## src/rtl/freq_counter_pkg.sv

```systemverilog
`default_nettype none
// ---------------------------------------------------------------------------
// freq_counter_pkg : shared constants for the multi-channel frequency counter
// Rev 1.0
// ---------------------------------------------------------------------------
package freq_counter_pkg;

   // Active-high segment codes, bit order {g,f,e,d,c,b,a}
   localparam logic [6:0] SEG_0 = 7'h3F;
   localparam logic [6:0] SEG_1 = 7'h06;
   localparam logic [6:0] SEG_2 = 7'h5B;
   localparam logic [6:0] SEG_3 = 7'h4F;
   localparam logic [6:0] SEG_4 = 7'h66;
   localparam logic [6:0] SEG_5 = 7'h6D;
   localparam logic [6:0] SEG_6 = 7'h7D;
   localparam logic [6:0] SEG_7 = 7'h07;
   localparam logic [6:0] SEG_8 = 7'h7F;
   localparam logic [6:0] SEG_9 = 7'h6F;
   localparam logic [6:0] SEG_A = 7'h77;
   localparam logic [6:0] SEG_B = 7'h7C;
   localparam logic [6:0] SEG_C = 7'h39;
   localparam logic [6:0] SEG_D = 7'h5E;
   localparam logic [6:0] SEG_E = 7'h79;
   localparam logic [6:0] SEG_F = 7'h71;

   // One extra bit so selections beyond the last channel are representable
   function automatic int ch_sel_width(input int num_ch);
      return $clog2(num_ch) + 1;
   endfunction

   localparam int NUM_CH_DEFAULT = 4;
   localparam int CH_SEL_W       = ch_sel_width(NUM_CH_DEFAULT);

endpackage
`default_nettype wire

```

## src/rtl/seven_segment_hex.sv

```systemverilog
`default_nettype none
// ---------------------------------------------------------------------------
// seven_segment_hex : 4-bit nibble to active-high 7-segment code
// Rev 1.0
// ---------------------------------------------------------------------------
module seven_segment_hex
   import freq_counter_pkg::*;
(
   input  logic [3:0] nibble,
   output logic [6:0] seg
);

   always_comb begin
      seg = SEG_0;
      case (nibble)
         4'h0:    seg = SEG_0;
         4'h1:    seg = SEG_1;
         4'h2:    seg = SEG_2;
         4'h3:    seg = SEG_3;
         4'h4:    seg = SEG_4;
         4'h5:    seg = SEG_5;
         4'h6:    seg = SEG_6;
         4'h7:    seg = SEG_7;
         4'h8:    seg = SEG_8;
         4'h9:    seg = SEG_9;
         4'hA:    seg = SEG_A;
         4'hB:    seg = SEG_B;
         4'hC:    seg = SEG_C;
         4'hD:    seg = SEG_D;
         4'hE:    seg = SEG_E;
         default: seg = SEG_F;
      endcase
   end

endmodule
`default_nettype wire

```

## src/rtl/multi_channel_frequency_counter.sv

```systemverilog
`default_nettype none
// ---------------------------------------------------------------------------
// multi_channel_frequency_counter : gated edge counting on NUM_CH async inputs
// with a multiplexed hex 7-segment readout.  Rev 1.0
// ---------------------------------------------------------------------------
module multi_channel_frequency_counter
   import freq_counter_pkg::*;
#(
   parameter int NUM_CH         = 4,
   parameter int COUNT_W        = 16,
   parameter int PERIOD_W       = 12,
   parameter int DEFAULT_PERIOD = 1000,
   parameter int NUM_DIGITS     = 4,
   parameter int REFRESH_W      = 10
)(
   input  logic                              clk,
   input  logic                              reset,
   input  logic [NUM_CH-1:0]                 signal,
   input  logic                              period_load,
   input  logic [PERIOD_W-1:0]               period,
   input  logic [ch_sel_width(NUM_CH)-1:0]   chan_sel,
   output logic [COUNT_W-1:0]                count_out,
   output logic                              overflow_out,
   output logic                              update,
   output logic [6:0]                        segments,
   output logic [NUM_DIGITS-1:0]             digit
);

   localparam int                 SEL_W     = ch_sel_width(NUM_CH);
   localparam int                 DISP_W    = 4 * NUM_DIGITS;
   localparam int                 IDX_W     = (NUM_DIGITS > 1) ? $clog2(NUM_DIGITS) : 1;
   localparam logic [COUNT_W-1:0] COUNT_MAX = '1;

   logic [PERIOD_W-1:0]              period_reg;
   logic [PERIOD_W-1:0]              gate_cnt;
   logic                             gate_end;
   logic                             load_ok;
   logic [NUM_CH-1:0][COUNT_W-1:0]   result_bus;
   logic [NUM_CH-1:0]                ovf_bus;

   assign gate_end = (gate_cnt == '0);
   assign load_ok  = period_load && (period != '0);

   // A valid load restarts the gate and suppresses any coincident gate end
   always_ff @(posedge clk or posedge reset) begin
      if (reset) begin
         period_reg <= PERIOD_W'(DEFAULT_PERIOD);
         gate_cnt   <= PERIOD_W'(DEFAULT_PERIOD - 1);
         update     <= 1'b0;
      end else begin
         update <= gate_end && !load_ok;
         if (load_ok) begin
            period_reg <= period;
            gate_cnt   <= period - 1'b1;
         end else if (gate_end) begin
            gate_cnt <= period_reg - 1'b1;
         end else begin
            gate_cnt <= gate_cnt - 1'b1;
         end
      end
   end

   for (genvar i = 0; i < NUM_CH; i++) begin : g_ch
      logic               s1, s2, s3;
      logic               rise;
      logic [COUNT_W-1:0] count, count_next, result;
      logic               ovf;

      assign rise       = s2 & ~s3;
      assign count_next = (rise && (count != COUNT_MAX)) ? count + 1'b1 : count;

      always_ff @(posedge clk or posedge reset) begin
         if (reset) begin
            s1     <= 1'b0;
            s2     <= 1'b0;
            s3     <= 1'b0;
            count  <= '0;
            result <= '0;
            ovf    <= 1'b0;
         end else begin
            s1 <= signal[i];
            s2 <= s1;
            s3 <= s2;
            if (load_ok) begin
               count <= '0;
            end else if (gate_end) begin
               count  <= '0;
               result <= count_next;
               ovf    <= (count_next == COUNT_MAX);
            end else begin
               count <= count_next;
            end
         end
      end

      assign result_bus[i] = result;
      assign ovf_bus[i]    = ovf;
   end

   always_comb begin
      count_out    = '0;
      overflow_out = 1'b0;
      for (int i = 0; i < NUM_CH; i++) begin
         if (chan_sel == SEL_W'(i)) begin
            count_out    = result_bus[i];
            overflow_out = ovf_bus[i];
         end
      end
   end

   logic [REFRESH_W-1:0] refresh;
   logic [IDX_W-1:0]     digit_idx;
   logic [DISP_W-1:0]    disp;
   logic [3:0]           nibble;
   logic [6:0]           seg_code;

   if (COUNT_W >= DISP_W) begin : g_disp_trunc
      assign disp = count_out[DISP_W-1:0];
   end else begin : g_disp_pad
      assign disp = {{(DISP_W - COUNT_W){1'b0}}, count_out};
   end

   assign nibble = disp[{digit_idx, 2'b00} +: 4];
   assign digit  = NUM_DIGITS'(1) << digit_idx;

   seven_segment_hex u_seg (
      .nibble (nibble),
      .seg    (seg_code)
   );

   always_ff @(posedge clk or posedge reset) begin
      if (reset) begin
         refresh   <= '0;
         digit_idx <= '0;
         segments  <= SEG_0;
      end else begin
         refresh <= refresh + 1'b1;
         if (refresh == '1) begin
            digit_idx <= (digit_idx == IDX_W'(NUM_DIGITS - 1)) ? '0 : digit_idx + 1'b1;
         end
         segments <= seg_code;
      end
   end

endmodule
`default_nettype wire

```

## config.mk

```make
export PLATFORM = sky130hd
export DESIGN_NAME = multi_channel_frequency_counter
export DESIGN_NICKNAME = d
export VERILOG_FILES = /design/src/rtl/freq_counter_pkg.sv /design/src/rtl/seven_segment_hex.sv /design/src/rtl/multi_channel_frequency_counter.sv
export SDC_FILE = /design/constraint.sdc
export NUM_CORES = 1
export LEC_CHECK = 0
export ABC_AREA = 1
export BUFFER_PORTS_ARGS = -buffer_cell sky130_fd_sc_hd__buf_2
export CAP_MARGIN = 15
export CORE_AREA = 10 10 201 203
export CTS_BUF_LIST = sky130_fd_sc_hd__clkbuf_2 sky130_fd_sc_hd__clkbuf_4 sky130_fd_sc_hd__clkbuf_8
export DETAILED_ROUTE_END_ITERATION = 10
export DIE_AREA = 0 0 211 213
export SLEW_MARGIN = 10
export SYNTH_ARGS = -nofsm -noshare
export SYNTH_HDL_FRONTEND = slang
export SYNTH_SLANG_ARGS = --single-unit
```

## constraint.sdc

```tcl
create_clock -name clk -period 6.59 [get_ports clk]
set_input_delay 0.659 -clock clk [delete_from_list [all_inputs] [get_ports clk]]
set_output_delay 0.659 -clock clk [all_outputs]
set_load 0.01 [all_outputs]
```

== Yosys cells after proc, flatten, opt, wreduce, memory -nomap -nowiden ==
Memories as Yosys holds them, arrays and structs flattened. A register that Yosys moved wholly into a read port is not among the register bits.
Cells that the tools add are included.
W data, S select, Z words.
Word-level totals
  flip-flop bits (word level): 181
  ROM bits: 112
  bits of input ports: 22
  output and inout bits: 29
  memories: 1
Memories
  (name not given): words 16, width 7, rd ports 1, clocked after Yosys merged registers in 1, write ports 0, RTL line seven_segment_hex.sv:15  | case (nibble)
Operators by class
  add/subtract/negate cells: 9
  eq/ne operators: 13
  shifts and indexed selects: 2
  mux-type cells: 23
  bitwise gates (word level): 9
  reductions and logical operators: 11
Operators by type and width (count)
  $mux W16: 16
  $add A16 B1 Y16 const B: 4
  $eq A16 B16 Y1 const B: 4
  $ne A16 B16 Y1 const B: 4
  $sub A12 B1 Y12 const B: 3
  $mux W12: 2
  $shiftx A16 B5 Y4: 1
  $logic_not A12 Y1: 1
  $reduce_bool A12 Y1: 1
  $add A10 B1 Y10 const B: 1
  $eq A10 B10 Y1 const B: 1
  $eq A3 B2 Y1 const B: 2
  $logic_and A1 B1 Y1: 6
  $not A1 Y1: 5
  $and A1 B1 Y1: 4
  $mux W1: 4
  $shl A1 B2 Y4 const A: 1
  $eq A3 B1 Y1 const B: 1
  $logic_not A3 Y1: 1
  $add A2 B1 Y2 const B: 1
  $eq A2 B2 Y1 const B: 1
  $mux W2: 1
  $reduce_and A2 Y1: 1
  $logic_not A1 Y1: 1

== Logic depth before layout (Yosys ltp) ==
Gate-level depths: netlist (run 1).
  depth in word-level cells: 6
  depth in mapped cells: 17
  gate-level depth less buffers: 16

== Cells and area by module ==
A second synthesis (run 1) with hierarchy kept.
Second synthesis, totals
  cell total of the unflattened synthesis: 1407
  area, all modules: 10289.9 µm²
Modules (own cells, without submodules)
  multi_channel_frequency_counter: times used 1, cells an instance 1355, area an instance 10019.6 µm²
  seven_segment_hex: times used 1, cells an instance 52, area an instance 270.3 µm²

== Worst setup path before layout (run 1) ==
OpenSTA, ideal clock, no wires.
  path type: in2reg
  from: in chan_sel[2]
  to: reg segments[3]
  arrival: 2.342 ns
  required time: 6.530 ns
  path slack: 4.188 ns
  cell stages on the path: 15
  buffers on the path: 1
  path through: inv_1 > nand3_1 > inv_1 > buf_2 > nand2_1 > o2111ai_1 > o21ai_0 > nand2_1 > nand2_1 > inv_1 > ha_1 > nand3b_1 > nand2_1 > nand2_1 > nand2_1
Between the ends
  longest elaborated chain between the ends: 6
Ends and longest elaborated chain
  from (decl): RTL line multi_channel_frequency_counter.sv:21  | input logic [ch_sel_width(NUM_CH)-1:0] chan_sel,
  $logic_not A3 Y1: RTL line multi_channel_frequency_counter.sv:104  | if (chan_sel == SEL_W'(i)) begin
  $mux W16 (3 in series): RTL line multi_channel_frequency_counter.sv:104
  $mux W16 (*): RTL line multi_channel_frequency_counter.sv:104
  named net count_out[0]: RTL line multi_channel_frequency_counter.sv:22  | output logic [COUNT_W-1:0] count_out,
  $shiftx A16 B5 Y4 (*): RTL line multi_channel_frequency_counter.sv:123  | assign nibble = disp[{digit_idx, 2'b00} +: 4];
  to (decl): RTL line multi_channel_frequency_counter.sv:25  | output logic [6:0] segments,
Mark *: on every way through the listed nets, which the timed path passes. The rest lies on a longest branch.
A chain may end at the register's enable or synchronous reset.

== Worst setup path in the final report (run 1) ==
  from: reg gate_cnt[7]
  to: reg g_ch[0].ovf
Between the ends
  longest elaborated chain between the ends: 2
Ends and longest elaborated chain
  from (decl): RTL line multi_channel_frequency_counter.sv:35  | logic [PERIOD_W-1:0] gate_cnt;
  from (signal assigned): RTL line multi_channel_frequency_counter.sv:48  | gate_cnt <= PERIOD_W'(DEFAULT_PERIOD - 1);
  from (signal assigned): RTL line multi_channel_frequency_counter.sv:54  | gate_cnt <= period - 1'b1;
  from (signal assigned): RTL line multi_channel_frequency_counter.sv:56  | gate_cnt <= period_reg - 1'b1;
  $logic_not A12 Y1: RTL line multi_channel_frequency_counter.sv:41  | assign gate_end = (gate_cnt == '0);
  $reduce_and A2 Y1 (no source line)
  to (signal assigned): RTL line multi_channel_frequency_counter.sv:89  | ovf <= (count_next == COUNT_MAX);
  to (decl): RTL line multi_channel_frequency_counter.sv:67  | logic ovf;
Every way passes these cells.

==> results of run 1 <==
[cells in the final DEF (no fill, tap or decap), types with 4 or more instances in the layout]
| master | count |
|---|---|
| buf_2 | 50 |
| inv_8 | 5 |
| nand3_1 | 85 |
| buf_4 | 4 |
| nand2_2 | 12 |
| o211ai_1 | 4 |
| inv_1 | 148 |
| dfstp_2 | 20 |
| nand3b_1 | 4 |
| nand4_1 | 30 |
| nor3_1 | 8 |
| o21a_1 | 5 |
| dfrtp_1 | 168 |
| nor2_1 | 191 |
| xor2_1 | 26 |
| clkbuf_8 | 17 |
| o21ai_0 | 93 |
| ha_1 | 17 |
| nand2_1 | 559 |
| nor2_2 | 15 |
[layout make-up]
class | count | area (sq um) | share of cell area
Multi-Input combinational cell | 1086 | 4940 | 0.429
Tap cell | 468 | 586 | 0.0508
Clock inverter | 14 | 174 | 0.0151
Sequential cell | 188 | 4730 | 0.410
Inverter | 153 | 582 | 0.0504
Clock buffer | 18 | 241 | 0.0209
Timing Repair Buffer | 54 | 280 | 0.0243
[layer usage]
layer	vias to the layer above	wire [microns]	GRT usage
met3	33	1290	0.0271
li1	4639	-	-
met1	4257	12800	0.164
met2	183	12600	0.204
met5	-	0	0
met4	0	551	0.0415
[metrics by stage]
step | power, W | utilization | cells | hold WS, ns
after floorplan | 0.00153 | - | 1462 | 0.331
after global routing | 0.00256 | 0.318 | 1981 | 0.229
after global placement | 0.00163 | 0.307 | 1949 | 0.336
after detailed placement | 0.00164 | 0.307 | 1949 | 0.335
final | 0.00243 | 0.318 | 1981 | 0.267
after CTS | 0.00246 | 0.318 | 1981 | 0.230
[worst max-delay path, cell delays in order (launching register included)]
cell and delay [ns]:
dfstp_2 0.54, nor2_1 0.05, nand2_1 0.11, nor2_1 0.05, nand2_1 0.23, a21oi_2 0.05
buf_4 0.22, inv_2 0.42, buf_4 0.67, nor2_1 0.14, nand2_1 0.10, nor2_1 0.04
nand3_1 0.07, nand2_1 0.05
[cells in the mapped netlist, types with 2 or more instances]
cell type / count / area [sq um]
nand2_1: 559 / 2100
nor2_1: 191 / 717
dfrtp_1: 168 / 4200
inv_1: 150 / 563
o21ai_0: 93 / 465
nand3_1: 85 / 425
nand4_1: 30 / 188
xor2_1: 26 / 228
dfstp_2: 20 / 526
ha_1: 17 / 213
nor2_2: 15 / 93.8
buf_2: 13 / 65.1
nand2_2: 12 / 75.1
clkbuf_1: 11 / 41.3
nor3_1: 8 / 40.0
buf_4: 5 / 37.5
buf_6: 5 / 56.3
o21a_1: 5 / 37.5
nand3b_1: 4 / 30.0
o211ai_1: 4 / 30.0
a21oi_2: 3 / 26.3
nor2_4: 3 / 33.8
o21ai_1: 3 / 15.0
o21ai_2: 3 / 26.3
o21bai_1: 3 / 22.5
xnor2_1: 3 / 26.3
a21boi_0: 2 / 15.0
a22oi_1: 2 / 15.0
inv_2: 2 / 7.51
nand3_2: 2 / 20.0
or2_2: 2 / 12.5
[where the power goes]
group / switching, W / internal (W) / leakage (nW)
combinational: 0.000227 / 0.000100 / 3.09
clock: 0.000487 / 0.000326 / 0.204
sequential: 0.0000516 / 0.00123 / 2.32
[cells by family (layout without fill, tap and decap cells)]
| group | Yosys count | after routing |
|---|---|---|
| adders and majority gates | 17 | 17 |
| AOI/OAI and AO/OA | 123 | 123 |
| buffers and inverters | 188 | 239 |
| and+or+nand+nor | 917 | 917 |
| xor gates and xnor gates | 29 | 29 |
| DFF | 188 | 188 |
[worst min path at each step]
stage / startpoint / slack, ns / depth (start not counted) / to
after global placement: g_ch[1].s1$_DFF_PP0_ / 0.34 / 0 / g_ch[1].s2$_DFF_PP0_
after detailed placement: g_ch[3].s1$_DFF_PP0_ / 0.33 / 0 / g_ch[3].s2$_DFF_PP0_
final: signal[1] / 0.27 / 1 / g_ch[1].s1$_DFF_PP0_
after global routing: signal[3] / 0.23 / 1 / g_ch[3].s1$_DFF_PP0_
after floorplan: g_ch[0].s1$_DFF_PP0_ / 0.33 / 0 / g_ch[0].s2$_DFF_PP0_
after CTS: signal[1] / 0.23 / 1 / g_ch[1].s1$_DFF_PP0_
==> summary by stage, run 1 <==
Synthesis
Counting every net in the synthesized netlist gives 1501. The netlist area before placement is 10500 sq um. The count of cell types in the netlist is 44. Synthesis handed over a netlist of between 1k and 1.5k instances. The combinational family with the most area after synthesis is simple AND/OR/NAND/NOR gates. Of the post-synthesis cell area, the part taken by muxes is 0.

Among all flip-flop cells after synthesis, the most frequent one is dfrtp_1. The number of flops mapped to enable cells by yosys is 0. The share of flip-flops with an asynchronous set or reset is 1.00. The sequential element share of the synthesized area is 0.452.

The yosys synthesis warning count is 0. Of the total synthesized cell area, the portion taken by XOR and XNOR cells is 0.0243. Of the total synthesized cell area, the portion taken by AND, OR, NAND and NOR gates is 0.362. The register bit count reported by yosys is between 150 and 200. The complex-gate fraction of the synthesized area came to 0.0662. Dividing the synthesized area by the synthesized cell count gives slightly above 7 sq um. Of the total synthesized cell area, the portion taken by full adders, half adders and majority gates is 0.0203.

Routing
After detailed routing, the average wire length per cell comes to between 10 and 15 microns. The total wirelength of the detailed-routed design is ~27 mm. The count of nets left with antenna violations once routing finished came out at 0. In this run, the number of DRC markers left after iteration 0 of detailed routing was 805. The routed via count is 9112.

Dividing the detail-routed via count by the number of cells gives around 4.6. After detailed routing, the number of remaining DRC violations is 0. The count of TritonRoute iterations in the first routing pass is 5.

Placed design
The placed instances occupy a cell area of 11100 sq um. At the end of routability-driven placement, the weighted congestion stood at approximately 0.90. The number of input and output port buffers inserted is 50. Prior to clock tree synthesis, the placed netlist has a worst setup slack of between 3 and 4 ns.

The placed wire-length estimate is slightly above 20 mm.

Global routing
The via count of the first global-routing pass was approximately 8.8k. After global routing the overflow that remains totals 0. The global-route wire length before repair is approximately 46 mm. The number of antenna violations at the first check in global routing is 0.

Entering global routing, the biggest net connects about 130 pins. For this run, the total global-route usage over all layers was measured as 0.126.

STA
The slew at the pin with the worst max-slew slack is roughly 1 ns. Measured against its own limit, the worst slew margin works out to 0.351. Setup violations remaining at the end of the flow were counted as 0. The final critical path time including I/O delays and setup is ~2.9 ns. The worst path meets setup with about 3.7 ns of slack.

Based on the critical path, the design can be clocked at up to about 350 MHz. The worst clock skew is between 0.03 and 0.04 ns. The part of the cycle the worst path needs is 0.436. The final count of pins violating max slew came to 0. Setup repair after global routing left no endpoint under its margin.

For the final routed database, the setup TNS stands at 0 ns. The final number of hold-violating endpoints is 0.

Die
The floorplan step set the die width to 211 microns. The floorplan step defined a die boundary enclosing 44900 sq um. The number of top-level pins is about 50. For this configuration, the core starts out at a cell density of 0.288.

The vertical die dimension is ~210 microns. The region available for standard cell placement spans around 36000 sq um. Row generation in the floorplan step produced 70 rows.

Cells and area
The layout overhead on the synthesized area is 10.4%. After filler insertion, the fill cell instance count of the layout stands at between 3k and 4k. The repair_antennas step left the layout with diodes totalling 0.

The largest registers in the layout are g_ch.count x64, g_ch.result x64. The ratio of cells with drive above 1 in the final layout is 0.102. In the final design database the tool counted ~1.5k nets. The final design area excluding fillers is around 12000 sq um.

CTS
The clock tree buffer depth is 2. The total CTS buffers is 17. The cell sitting at the root of the clock tree is a clkbuf_8. The post-CTS setup buffer count is 0. The count of hold buffers inserted by post-cts repair is 0. The deepest level of the CTS H-tree is 4. The register clock-pin slew on the reported worst setup and hold paths is about 0.11 ns. TritonCTS built the clock tree. The clock sink count is 188. The post-cts gate resize count is 0. The clock reaches the later pin of the worst-skew pair after 0.50 ns.

Critical path
The type of element capturing the critical path is a flip-flop. The critical path arrival is around 3.3 ns. The endpoint of the worst-slack reg-to-reg timing path is g_ch[0].ovf$_DFFE_PP0P_. Counting cells, the worst reg-to-reg path comes to 13.

Tracing the worst setup path back leads to its startpoint at gate_cnt[7]$_DFF_PP1_. The data required time of the worst path is approximately 7.0 ns. In this run the worst setup path terminates at g_ch[0].ovf$_DFFE_PP0P_. The type of the worst setup path is flip-flop to flip-flop. STA classifies the critical path startpoint as a flip-flop. The worst-path maximum fanout is 84. The worst-case register-to-register setup slack is 3.72 ns. The worst register-to-register path begins at gate_cnt[7]$_DFF_PP1_.

Flow run
The number of max-cap violations is 0.

Power and ir drop
IR analysis of the VDD net gives a maximum drop of around 0.12 mV. Dividing total power by cell area gives a power density of between 200 and 250 nW/um^2. The leakage power summed over all cells is ~5.6 nW.

Outcome
The flow ran to the end, and the final reports show no timing, DRC or antenna violations.

Hold path
The class of the worst hold path is input port to flip-flop.
(Power assumes the default switching activity.)
==> run 2: changes to the inputs <==
==> constraint.sdc (replaced) <==
create_clock -name clk -period 2.7 [get_ports clk]
set_input_delay 0.27 -clock clk [delete_from_list [all_inputs] [get_ports clk]]
set_output_delay 0.27 -clock clk [all_outputs]
set_load 0.01 [all_outputs]
==> run 2 against run 1 <==
Sequential power grew 140%. Register-to-register slack got worse by 3.3 ns. Final cell count up 1.5%. Wire length up 2.3%. Die area unchanged.
==> summary by stage, run 2 (same netlist as run 1, synthesis figures left out) <==
Critical path
In this run the worst path has a maximum fanout of 9. The critical path in this run is classified as flip-flop to output pin. STA puts the critical path data required time at roughly 2.4 ns. The worst setup path is launched from a flip-flop. The critical path arrival is around 2 ns. The type of element capturing the critical path is an output pin.

Routing
After detailed routing, the number of vias per cell comes to ~4.6. The routed via count is 9279. The total wirelength of the detailed-routed design is 27.9 mm. For this run, design rule violations remaining after detail routing come to 0.

In the final routed layout, each cell accounts on average for 13.9 microns. The first detailed-routing pass took 5 iterations. The number of DRC markers after the initial detailed-route iteration is around 700.

In this run the remaining antenna-violating nets after routing total 0.

Cells and area
In the layout the commonest cells are 559 x nand2_1, 191 x nor2_1, 168 x dfrtp_1. The largest registers in the layout are g_ch.count x64, g_ch.result x64. The most common cell after layout, fill and taps aside is nand2_1. The net count of the finished layout is around 1.6k. After routing the design area is 11800 sq um. The layout overhead on the synthesized area is 12.7%.

The ratio of cells with drive above 1 in the final layout is 0.113. The final-layout fill cell count is 3936.

Placed design
The placed wire-length estimate is ~21 mm. At the placement stage, the worst setup path has a slack of ~0.3 ns. The instance area after placement is approximately 11000 sq um.

Buffers placed on the I/O ports in this run total 50. At the end of routability-driven placement, the weighted congestion stood at between 0.8 and 0.9.

Power and ir drop
IR analysis of the VDD net gives a maximum drop of between 0.3 and 0.4 mV. Power spread over the standard cell area amounts to 501 nW/um^2. The leakage power summed over all cells is between 5 and 6 nW. Overall power consumption after layout is estimated at about 0.0059 W.

Die
The floorplan step set the die width to ~210 microns. The initial cell density of the core is 0.288. The area enclosed by the die boundary is 44900 sq um.

Row generation in the floorplan step produced 70 rows. In this run the standard cell core region covers 36300 sq um. The number of top-level pins is 51. The vertical die dimension is around 210 microns.

Flow run
The number of max-cap violations is 0.

CTS
The buffer type at the clock tree root is clkbuf_8. Post-CTS timing repair inserted 0 buffers for setup. The H-tree generated during clock tree synthesis spans 4 levels. The clock passes through at most 2 buffers. The register clock-pin slew on the reported worst setup and hold paths is 0.10 ns. Clock latency on the worst-skew pair, taken at its later pin, is 0.50 ns. The clock sink count is between 150 and 200.

TritonCTS built the clock tree. After clock tree synthesis, the repair step resized 0 gates. In this run, CTS created clock tree buffers numbering 17.

STA
The slew at the pin with the worst max-slew slack is a little under 0.8 ns. The worst clock skew is ~0.021 ns. The final critical path time including I/O delays and setup is between 2 and 2.5 ns. The setup total negative slack is 0 ns. The final number of hold-violating endpoints was 0. Measured against its own limit, the worst slew margin works out to 0.487. The maximum frequency from static timing analysis is around 440 MHz. Setup repair after global routing left no endpoint under its margin. The total of endpoints with negative setup slack in the final report is 0.

The final worst setup slack is roughly 0.42 ns. The final count of pins violating max slew is 0. Dividing the final minimum period by the clock period gives 0.844.

Global routing
The pin count of the biggest net entering global routing is 66. The via count of the first global-routing pass is 8845. The number of antenna violations at the first check in global routing is 0. The total congestion overflow after global routing is 0.

The first global-routing pass estimated approximately 46 mm of wire. In the global route stage, overall resource usage came out at 0.128.

Outcome
The run finished with clean final reports.

Hold path
The class of the worst hold path is input port to flip-flop.
run 2: cell count changes in the layout (fill, tap and decap cells not counted), sizes merged:
cell / change
inv: -2
clkinvlp: +2
buf: +20
dlygate4sd3: +8
diode: +1
run 2: path summary, 6_finish.rpt:
check                                           startpoint                         end  slack, ns  cells after the start
worst max-delay path              digit_idx[0]$_DFFE_PP0N_                    digit[0]       0.42                      3
worst min-delay path                             period[4]   period_reg[4]$_DFFE_PP0N_       0.04                      3
worst max register to register  g_ch[1].count[0]$_DFF_PP0_     g_ch[1].ovf$_DFFE_PP0P_       0.43                     13
worst min register to register        g_ch[3].s1$_DFF_PP0_        g_ch[3].s2$_DFF_PP0_       0.36                      0
max in group asynchronous                            reset       segments[5]$_DFF_PP1_       1.51                      4
min in group asynchronous                            reset  g_ch[3].count[5]$_DFF_PP0_       0.34                      3
run 2: area by class of cell:
type | instances | area (sq um) | share of cell area
repair buffers | 82 | 536 | 0.0455
inverters | 153 | 578 | 0.0491
multi-input cells | 1086 | 4940 | 0.420
diodes | 1 | 2.50 | 0.000212
clock inverters | 14 | 159 | 0.0135
flip-flops and latches | 188 | 4730 | 0.402
well taps | 468 | 586 | 0.0497
clock buffers | 18 | 241 | 0.0205
run 2: per-layer routing:
layer / routed length, microns / GRT usage
met1: 13400 / 0.171
met2: 13000 / 0.205
met3: 1120 / 0.0240
met4: 467 / 0.0377
met5: 0 / 0
run 2: where the power goes:
group	internal, W	switching [W]	total (W)	leakage [nW]
combinational	0.000272	0.000566	0.000838	3.22
clock	0.000780	0.00116	0.00194	0.195
sequential	0.00301	0.000122	0.00313	2.32
total	0.00406	0.00184	0.00591	5.73
run 2: what timing repair did:
item / 4_1_cts / 5_1_grt
hold buffers: 8 / 0
endpoints found under the setup margin: 0 / 0
endpoints found under the hold margin: 20 / 0
run 2: through the flow:
stage,hold WS (ns),cells,utilization
final,0.0373,2010,0.325
after global routing,0.0178,2009,0.325
after CTS,0.00341,2009,0.325
after detailed placement,0.333,1969,0.311
after global placement,0.333,1969,0.311
after floorplan,0.301,1462,-
run 2: critical path, stage by stage, from the launching register on:
cell,delay (ns)
dfrtp_1,0.56
clkinv_1,0.34
ha_1,0.42
buf_2,0.19
==> run 3: changes to the inputs <==
--- a/config.mk
+++ b/config.mk
@@ -5,13 +5,13 @@
 export SDC_FILE = /design/constraint.sdc
 export NUM_CORES = 1
 export LEC_CHECK = 0
-export ABC_AREA = 1
+export ABC_AREA = 0
 export BUFFER_PORTS_ARGS = -buffer_cell sky130_fd_sc_hd__buf_2
 export CAP_MARGIN = 15
-export CORE_AREA = 10 10 201 203
+export CORE_AREA = 10 10 188 190
 export CTS_BUF_LIST = sky130_fd_sc_hd__clkbuf_2 sky130_fd_sc_hd__clkbuf_4 sky130_fd_sc_hd__clkbuf_8
 export DETAILED_ROUTE_END_ITERATION = 10
-export DIE_AREA = 0 0 211 213
+export DIE_AREA = 0 0 198 200
 export SLEW_MARGIN = 10
 export SYNTH_ARGS = -nofsm -noshare
 export SYNTH_HDL_FRONTEND = slang
==> constraint.sdc (replaced) <==
create_clock -name clk -period 2.4 [get_ports clk]
set_input_delay 0.24 -clock clk [delete_from_list [all_inputs] [get_ports clk]]
set_output_delay 0.24 -clock clk [all_outputs]
set_load 0.01 [all_outputs]
==> run 3 against run 2 <==
Count of clock-buffer cells in the layout unchanged. Utilization grew 3.2 points. Hold slack better by 0.027 ns. First-iteration DRC count down 34%. Highest routed layer unchanged. Die area shrank 12%. Clock skew up 0.00070 ns.
==> summary by stage, run 3 <==
Outcome
The flow ran to the end, and the final reports show no timing, DRC or antenna violations.

Placed design
The total instance count after detailed placement is ~1.4k. The congestion estimate from routability-driven global placement came to 0.834. Input and output buffers added on the ports amount to 50.

Once detailed placement completed, the half-perimeter wirelength came to around 17 mm. After detailed placement, the total cell area comes to 10600 sq um.

Synthesis
The Yosys step of the flow raised 0 warnings. The count of cell types in the netlist is 68. The sequential element share of the synthesized area is 0.522. The share of synthesized area in the top cell type comes to 0.464.

The register bit count reported by yosys is around 190. The synthesized net count is just over 900. By count the netlist is led by 168 x dfrtp_1, 145 x nand2_1, 99 x nor2_1. In the synthesized netlist the dominant register cell turns out to be dfrtp_1. The gate count of the mapped netlist is between 800 and 900. The largest total area in the synthesized netlist belongs to dfrtp_1. The average instance area after synthesis is slightly above 10 sq um. Ranked by total cell area, the synthesized netlist is headed by dfrtp_1 46%, nand2_1 6.0%, dfstp_2 5.8%.

The synthesized design contains 0 enable-type register cells. The share of flip-flops with an asynchronous set or reset is 1.00. Yosys instantiated no cell more often than dfrtp_1. The cell area that synthesis handed to floorplanning was 9060 sq um.

Cells and area
The repair_antennas step left the layout with diodes totalling 0. Of the cells placed in the final design, the portion with a size suffix greater than 1 is 0.260. Compared with the post-synthesis result, the final layout area differs by 23.4%. The final instance count without filler cells is between 1k and 1.5k. Measured on the finished design, the core utilization comes to 0.356. After routing the design area is roughly 11000 sq um. In the final layout, the registers with the most flip-flops are g_ch.count x64, g_ch.result x64. The most common cell after layout, fill and taps aside is dfrtp_1. After filler insertion, the fill cell instance count of the layout stands at 3161. At the end of the flow, the number of nets in the layout was approximately 1.1k. In the layout the commonest cells are 167 x dfrtp_1, 143 x nand2_1, 106 x buf_4.

STA
The clock arrives with about 0.022 ns of skew. The final count of pins violating max slew is 0. For the pin with the worst max-slew slack, the measured transition is about 0.53 ns. Setup total negative slack on the finished layout was measured at 0 ns. Setup repair after global routing could not meet its margin everywhere. The final number of hold-violating endpoints is 0. The total of endpoints with negative setup slack in the final report is 0. Based on the critical path, the design can be clocked at up to between 400 and 500 MHz.

The routed design could run at a clock period as short as around 2.3 ns. The worst pin sits at a relative slew slack of 0.644. The final hold slack is ~0.064 ns. The part of the cycle the worst path needs is 0.966.

Routing
Dividing the detail-routed wire length by the instance count gives roughly 15 microns. The count of TritonRoute iterations in the first routing pass is 5. For this block, the via count after detailed routing is roughly 6.9k. In the routed layout, each cell is associated on average with a via count of about 4.7.

The detailed-route DRC error count is 0. Once detail routing completed, the nets flagged for antenna violations numbered 0. The total wirelength of the detailed-routed design is about 22 mm. The detailed router finished its first iteration with roughly 470 violations.

Power and ir drop
The leakage power summed over all cells is slightly below 5 nW. The sequential group share of total power is 0.545. The analysis attributes to net switching a power of 0.00152 W.

The cell-internal power is 0.00455 W. Of the total power, the share spent switching nets is 0.251. The share of total power dissipated in combinational logic is 0.070. The worst-case vdd ir drop is 0.324 mV. Of the total power, the clock network draws 0.385. The total power per unit cell area is between 500 and 600 nW/um^2.

Global routing
The total congestion overflow after global routing is 0. The number of antenna violations at the first check in global routing was 0. The overall global routing resource usage is 0.115. The via count of the first global-routing pass is around 7.0k. The global-route wire length before repair is 36.7 mm. Entering global routing, the biggest net connects 91 pins.

Die
The floorplan core area is about 31000 sq um. During I/O placement, the number of pins put on the boundary was between 50 and 60. The floorplan step defined a die boundary enclosing approximately 40000 sq um.

The die extent in x is 198 microns. The initial cell density of the core is 0.289. After floorplanning, the core was divided into 65 placement rows. The vertical die dimension is roughly 200 microns.

Critical path
The worst-path maximum fanout is 4. The data required time of the worst path is between 2 and 3 ns. Counting both buffers and inverters, the worst setup path holds a total of 0. Traced cell by cell, the critical path runs through mux4_2 -> nor2b_1 -> mux4_2 -> ha_1 -> nand2_1 -> a21oi_1 -> a21oi_1.

The family with the most delay on the worst path is multiplexers. The critical path launch point is g_ch[3].result[0]$_DFFE_PP0P_. The type of element capturing the critical path is a flip-flop. By startpoint and endpoint, the worst setup path is classified as flip-flop to flip-flop. The worst setup path endpoint is segments[3]$_DFF_PP1_. The startpoint class of the critical path is a flip-flop.

The critical path crosses 7 cells after its start point. The critical path arrival is 2.72 ns. The slowest stage of the critical path belongs to the cell mux4_2.

On the worst path, the slowest cell contributes a delay of approximately 0.54 ns. In this run the critical register-to-register path is launched from g_ch[3].result[0]$_DFFE_PP0P_. The worst-case register-to-register setup slack is 0.08 ns.

The path depth of the worst reg2reg path is 7. In this run the critical register-to-register path is captured at segments[3]$_DFF_PP1_.

Hold path
The class of the worst hold path is input port to flip-flop.

CTS
Buffers inserted during clock tree synthesis total 17. Clock latency on the worst-skew pair, taken at its later pin, is 0.47 ns. The cell sitting at the root of the clock tree is a clkbuf_8. Clock-pin slew was measured on the worst setup and hold paths at around 0.11 ns. TritonCTS built the clock tree. The clock tree buffer depth is 2.

The clock sink count is between 150 and 200. The deepest level of the CTS H-tree is 4.

Flow run
The number of max-cap violations is 0.
[run 3: layout make-up]
cell class / count / area (sq um) / share of cell area
Clock buffer: 18 / 248 / 0.0221
Clock inverter: 14 / 198 / 0.0177
Inverter: 16 / 63.8 / 0.00570
Multi-Input combinational cell: 649 / 4210 / 0.376
Sequential cell: 188 / 4730 / 0.423
Tap cell: 402 / 503 / 0.0450
Timing Repair Buffer: 168 / 1240 / 0.110
[run 3: worst min-delay path by stage]
stage               from                         to  slack (ns)  cells past startpoint
5_1_grt        period[0]  period_reg[0]$_DFFE_PP0N_        0.06                      4
2_1_floorplan  signal[0]       g_ch[0].s1$_DFF_PP0_        0.27                      0
6_report       period[2]  period_reg[2]$_DFFE_PP0N_        0.06                      4
4_1_cts        period[2]  period_reg[2]$_DFFE_PP0N_        0.04                      4
3_5_place_dp       reset  period_reg[2]$_DFFE_PP0N_        0.17                      2
3_3_place_gp       reset  period_reg[2]$_DFFE_PP0N_        0.16                      2
[run 3: worst reg2reg max path: stages (launching register included)]
cell,delay (ns)
dfrtp_1,0.44
mux4_2,0.50
nor2b_1,0.16
mux4_2,0.54
ha_1,0.35
nand2_1,0.08
a21oi_1,0.06
a21oi_1,0.12
[run 3: power groups by stage]
stage | registers, W | logic [W] | clock network, W
detailed placement | 0.00336 | 0.000421 | 0
global placement | 0.00336 | 0.000412 | 0
CTS | 0.00331 | 0.000430 | 0.00241
global route | 0.00332 | 0.000477 | 0.00255
floorplan | 0.00335 | 0.000246 | 0
finish | 0.00331 | 0.000425 | 0.00234
[run 3: cell families after synthesis]
family	after synthesis	synth area share
AOI/OAI and AO/OA	137	0.0941
xor gates and xnor gates	66	0.0638
adders and majority gates	17	0.0235
buffers and inverters	50	0.0236
DFF	188	0.522
muxes	32	0.0632
and+or+nand+nor	397	0.210
[run 3: timing repair]
item / in CTS / in global routing
hold endpoints to repair: 65 / 0
pin swaps: 0 / 4
endpoints found under the setup margin: 5 / 12
buffers inserted: 0 / 6
hold buffers: 5 / 0
gates resized for setup: 3 / 14
[run 3: per-layer routing]
metal,part of all wire,vias up,track usage,wire length (microns)
met3,0.040,12,0.0283,876
met5,0,-,0,0
met2,0.46,111,0.182,10200
li1,-,3402,-,-
met1,0.49,3352,0.156,10800
met4,0.0099,0,0.0253,218
[run 3: stage by stage]
stage                     power, W  worst slack [ns]
after floorplan            0.00360            -0.244
after global placement     0.00378            -0.168
after detailed placement   0.00379            -0.182
after CTS                  0.00615            0.0189
after global routing       0.00635           -0.0524
final                      0.00607            0.0809
